==> src/rtl/pc_unit_ras.sv <==
// Program counter with four-way next-PC select, stall hold, sticky
// misaligned-fetch trap and a circular return-address stack.
module pc_unit_ras #(
  parameter int ADDRESS_WIDTH = 32,
  parameter logic [ADDRESS_WIDTH-1:0] RESET_VECTOR = '0,
  parameter int RAS_DEPTH = 4,
  parameter int IMM_SHIFT = 1
) (
  input  logic                     clk,
  input  logic                     rst,
  input  logic                     stall,
  input  logic [1:0]               PCsrc,
  input  logic [ADDRESS_WIDTH-1:0] ImmOp,
  input  logic [ADDRESS_WIDTH-1:0] rs1,
  input  logic                     push,
  output logic [ADDRESS_WIDTH-1:0] PC,
  output logic [ADDRESS_WIDTH-1:0] inc_PC,
  output logic                     trap,
  output logic                     ras_empty,
  output logic                     ras_full
);

  localparam int PW = $clog2(RAS_DEPTH);
  localparam int CW = PW + 1;
  localparam logic [CW-1:0] FULL = CW'(RAS_DEPTH);
  localparam logic [ADDRESS_WIDTH-1:0] FOUR = ADDRESS_WIDTH'(4);

  logic [ADDRESS_WIDTH-1:0] stack [RAS_DEPTH];
  logic [PW-1:0]            top;
  logic [PW-1:0]            push_slot;
  logic [CW-1:0]            count;
  logic [ADDRESS_WIDTH-1:0] cand;
  logic [ADDRESS_WIDTH-1:0] top_entry;
  logic [ADDRESS_WIDTH-1:0] jalr_sum;
  logic                     pop;
  logic                     misaligned;
  logic                     advance;
  logic                     commit;

  assign inc_PC    = PC + FOUR;
  assign ras_empty = (count == '0);
  assign ras_full  = (count == FULL);
  assign top_entry = stack[top];
  assign jalr_sum  = rs1 + ImmOp;
  assign pop       = (PCsrc == 2'b11) && !ras_empty;

  always_comb begin
    cand = inc_PC;
    unique case (PCsrc)
      2'b01:   cand = PC + (ImmOp << IMM_SHIFT);
      2'b10:   cand = {jalr_sum[ADDRESS_WIDTH-1:1], 1'b0};
      2'b11:   cand = ras_empty ? inc_PC : top_entry;
      default: cand = inc_PC;
    endcase
  end

  assign misaligned = (cand[1:0] != 2'b00);
  assign advance    = !stall && !trap;
  assign commit     = advance && !misaligned;
  // A tail call reuses the popped slot instead of stacking above it.
  assign push_slot  = pop ? top : top + PW'(1);

  always_ff @(posedge clk or posedge rst) begin
    if (rst) begin
      PC    <= RESET_VECTOR;
      trap  <= 1'b0;
      top   <= '0;
      count <= '0;
    end else if (advance) begin
      if (misaligned) begin
        trap <= 1'b1;
      end else begin
        PC <= cand;
        if (push && !pop) begin
          top <= top + PW'(1);
          if (!ras_full) count <= count + CW'(1);
        end else if (pop && !push) begin
          top   <= top - PW'(1);
          count <= count - CW'(1);
        end
      end
    end
  end

  always_ff @(posedge clk) begin
    if (commit && push && !rst) stack[push_slot] <= inc_PC;
  end

endmodule
==> config.mk <==
export PLATFORM = sky130hd
export DESIGN_NAME = pc_unit_ras
export DESIGN_NICKNAME = d
export VERILOG_FILES = /design/src/rtl/pc_unit_ras.sv
export SDC_FILE = /design/constraint.sdc
export NUM_CORES = 1
export LEC_CHECK = 0
export ABC_AREA = 1
export BUFFER_PORTS_ARGS = -buffer_cell sky130_fd_sc_hd__buf_2
export CAP_MARGIN = 10
export CORE_MARGIN = 5
export CORE_UTILIZATION = 63
export DETAILED_ROUTE_END_ITERATION = 16
export GPL_TIMING_DRIVEN = 0
export PLACE_DENSITY = 0.92
export RECOVER_POWER = 50
export SYNTH_ARGS = -nofsm -noshare
export SYNTH_HDL_FRONTEND = slang
export SYNTH_SLANG_ARGS = --single-unit
==> constraint.sdc <==
create_clock -name clk -period 5.6 [get_ports clk]
set_clock_uncertainty 0.1 [all_clocks]
set_input_delay 0.28 -clock clk [delete_from_list [all_inputs] [get_ports clk]]
set_output_delay 0.28 -clock clk [all_outputs]
set_load 0.01 [all_outputs]
==> run_results.csv <==
group,metric,value,unit
setup_path,r2r_start,"count[0]",
setup_path,slowest_delay,0.74,ns
synth,synth_edf_count,128,
routing,drt_iter0_drc,1882,
routing,viasPerCell,6.07,
setup_path,start_kind,"register",
synth,synth.avg_cell_area,7.28,sq um
clocking,root_buffer,"clkbuf_16",
synth,ys_seq_elements,166,
routing,num_vias,12700,
setup_path,path_cells,"nor3_1, inv_1, nand2_1, nor2_1, a21oi_2, o21ai_2, nand2_1, nor3_2, nand2_1, nor2_4, buf_12",
clocking,cts-resized-gates,0,
floorplan,core,18800,sq um
routing,drt_wl_total,43.7,mm
setup_path,crit_top_cell,"nand2_1",
sta,setup_viol,0,
sta,tns,0,ns
clocking,htreeDepth,4,
clocking,clockBufferDepth,2,
floorplan,die_h,149,um
sta,maxSlewHeadroom,-0.209,
sta,period_share,0.687,
status,violations,"max-capacitance violations, max-slew violations",
status,status,"finished with violations",
floorplan,die_w,149,um
pwr,power,3.76,mW
synth,ys_types,51,
sta,rsz0062_at_grt,"false",
setup_path,cp_max_fo,26,
grt,antenna_found_initial,0,
min_path,hold-path-cell-count,6,
setup_path,cp-end-kind,"register",
routing,first_pass_iters,8,
setup_path,critPathBufInv,2,
sta,tightest_slew,1.81,ns
synth,yosys_warnings,0,
grt,grt_use_total,0.389,
cells_and_area,final_nets,1960,
synth,synth_area_leaders,"edfxtp_1, nand2_1, dfrtp_1, inv_1, ha_1",
clocking,insertion_delay,0.45,ns
routing,ant_nets,0,
setup_path,worstPathArrival,3.93,ns
grt,grt_start_max_net_pins,39,
placement,hpwlAfterDp,32.6,mm
cells_and_area,syn2layout_area_growth,13.3,%
sta,fmax,260,MHz
setup_path,worst_path_dominant_cell_family,"simple AND/OR/NAND/NOR gates",
floorplan,start_util,0.643,
min_path,hold_end,"PC[4]",
synth,ys_top_cells_by_count,"nand2_1, inv_1, nor2_1, edfxtp_1, nand3_1",
grt,grt_pass1_vias,11900,
sta,period_needed,3.85,ns
setup_path,crit_cells,11,
grt,grt_overflow,0,
clocking,cts-buffers-inserted,17,
placement,place.gp.congestion,0.989,
synth,synth_top_area_share,0.318,
cells_and_area,drive_above_1_share,0.0974,
run,cap_viol_max_count,1,
clocking,tritoncts,"yes",
sta,final_hold_viol_count,0,
grt,grt_pass1_wl,65.6,mm
pwr,max-vdd-ir-drop,0.000276,V
synth,netlist_area,12100,sq um
setup_path,r2r_end,"stack[0][18]",
pwr,leakage,6.71,nW
floorplan,core.rowCount,50,
placement,io_buffers,136,
min_path,hold_class,"primary input to register",
synth,yosysSeqAreaShare,0.396,
clocking,clock_sinks,166,
min_path,min_from,"PCsrc[0]",
synth,synthArstFlopShare,0.229,
setup_path,worst-r2r-setup-slack,1.75,ns
setup_path,cp_slowest_cell,"nor3_1",
floorplan,io_pins,137,
routing,wire_per_inst,20.8,um
setup_path,critical_path_class,"register to register",
routing,drc,0,
synth,ys.flop_type,"edfxtp_1",
synth,yosysTopAreaCell,"edfxtp_1",
sta,hold_ws,0.290,ns
cells_and_area,antenna_cells,0,
pwr,p_per_area,275,nW/um^2
setup_path,required,5.68,ns
synth,syn_inst,1663,
setup_path,rr_worst_depth,11,
floorplan,die_area,22100,sq um
clocking,clk_pin_slew,0.08,ns
synth,yosysMostFrequentCell,"nand2_1",
sta,drv_slew,39,
synth,syn_nets,1799,
cells by family (layout without fill, tap and decap cells):
family          count (synthesis)  in the layout  synth area share
flops                         166            166             0.396
fa+ha+maj                      66             66            0.0701
buf+inv                       272            446            0.0901
xor+xnor                       28             28            0.0203
simple gates                  915            915             0.320
compound gates                216            216             0.103
layout by cell type, fill, tap and decap left out, types with 3 or more instances in the layout:
| master | Yosys | layout |
|---|---|---|
| buf_2 | 9 | 103 |
| or3_1 | 7 | 7 |
| buf_6 | 4 | 4 |
| dfrtp_1 | 38 | 38 |
| nor2_4 | 4 | 6 |
| o21bai_1 | 15 | 15 |
| ha_1 | 63 | 63 |
| a21oi_1 | 76 | 76 |
| buf_4 | 6 | 3 |
| nand2_1 | 517 | 520 |
| a21boi_0 | 8 | 8 |
| nand3_1 | 123 | 125 |
| buf_12 | 0 | 4 |
| inv_6 | 0 | 3 |
| and2_1 | 7 | 6 |
| inv_1 | 236 | 236 |
| clkbuf_16 | 0 | 17 |
| nand3b_1 | 10 | 10 |
| nor3b_1 | 3 | 3 |
| fa_1 | 3 | 3 |
| xor2_1 | 20 | 20 |
| o21ai_0 | 43 | 44 |
| xnor2_1 | 8 | 8 |
| a22oi_1 | 4 | 4 |
| o21ai_1 | 5 | 5 |
| or2_2 | 10 | 10 |
| nand4_1 | 13 | 13 |
| o22ai_1 | 49 | 49 |
| nor3_1 | 15 | 16 |
| a21o_1 | 3 | 3 |
| edfxtp_1 | 128 | 128 |
| o31ai_1 | 5 | 5 |
| inv_2 | 5 | 5 |
| clkbuf_1 | 9 | 52 |
| nor2_1 | 187 | 186 |
| inv_8 | 0 | 6 |
flip-flops by register name, summed over array words and instances (netlist names):
name and flops:
PC 32, stack 128, count 3, top 2, trap 1
repair_timing:
item | 4_1_cts | 5_1_grt
setup buffers | 0 | 0
endpoints found under the hold margin | 25 | 0
hold buffers | 2 | 0
how the worst max path moves through the flow:
stage | startpoint | slack, ns | to
final | count[0] | 1.75 | stack[0][18]
after CTS | PC[6] | 2.59 | inc_PC[31]
after floorplan | count[1] | 2.25 | stack[3][0]
after global routing | count[0] | 1.81 | stack[0][26]
after detailed placement | count[1] | 2.72 | stack[2][23]
after global placement | count[1] | 1.05 | stack[1][21]
layer usage:
metal	share of wire	track usage
met5	0	0
met4	0.063	0.198
met3	0.13	0.0859
met2	0.43	0.607
met1	0.37	0.512
worst min-delay path, cell delays in order:
cell	delay, ns
buf_2	0.13
inv_2	0.07
nand3_1	0.11
nand3b_1	0.09
nand2_1	0.06
a21oi_1	0.06
through the flow:
stage | setup slack (ns) | area [sq um] | util | cells
detailed placement | 2.72 | 13200 | 0.702 | 2063
finish | 1.75 | 13700 | 0.728 | 2097
CTS | 2.59 | 13800 | 0.734 | 2097
floorplan | 2.25 | 12100 | - | 1663
global placement | 1.05 | 13100 | 0.696 | 2059
global route | 1.81 | 13700 | 0.728 | 2097
where the power goes:
| group | internal [mW] | leakage, nW | switching [mW] | total, mW |
|---|---|---|---|---|
| Combinational | 0.351 | 4.80 | 0.767 | 1.12 |
| Clock | 0.596 | 0.279 | 0.580 | 1.18 |
| Sequential | 1.38 | 1.63 | 0.0837 | 1.47 |
| Total | 2.33 | 6.71 | 1.43 | 3.76 |
layout make-up:
type                            instances  area (sq um)
Multi-Input combinational cell       1225          6190
Clock buffer                           17           425
Fill cell                            1474          5120
Buffer                                 28           165
Clock inverter                         15           154
Tap cell                              260           325
Sequential cell                       166          4790
Inverter                              244           921
Timing Repair Buffer                  142           728
Power figures use the tool's default switching activity.
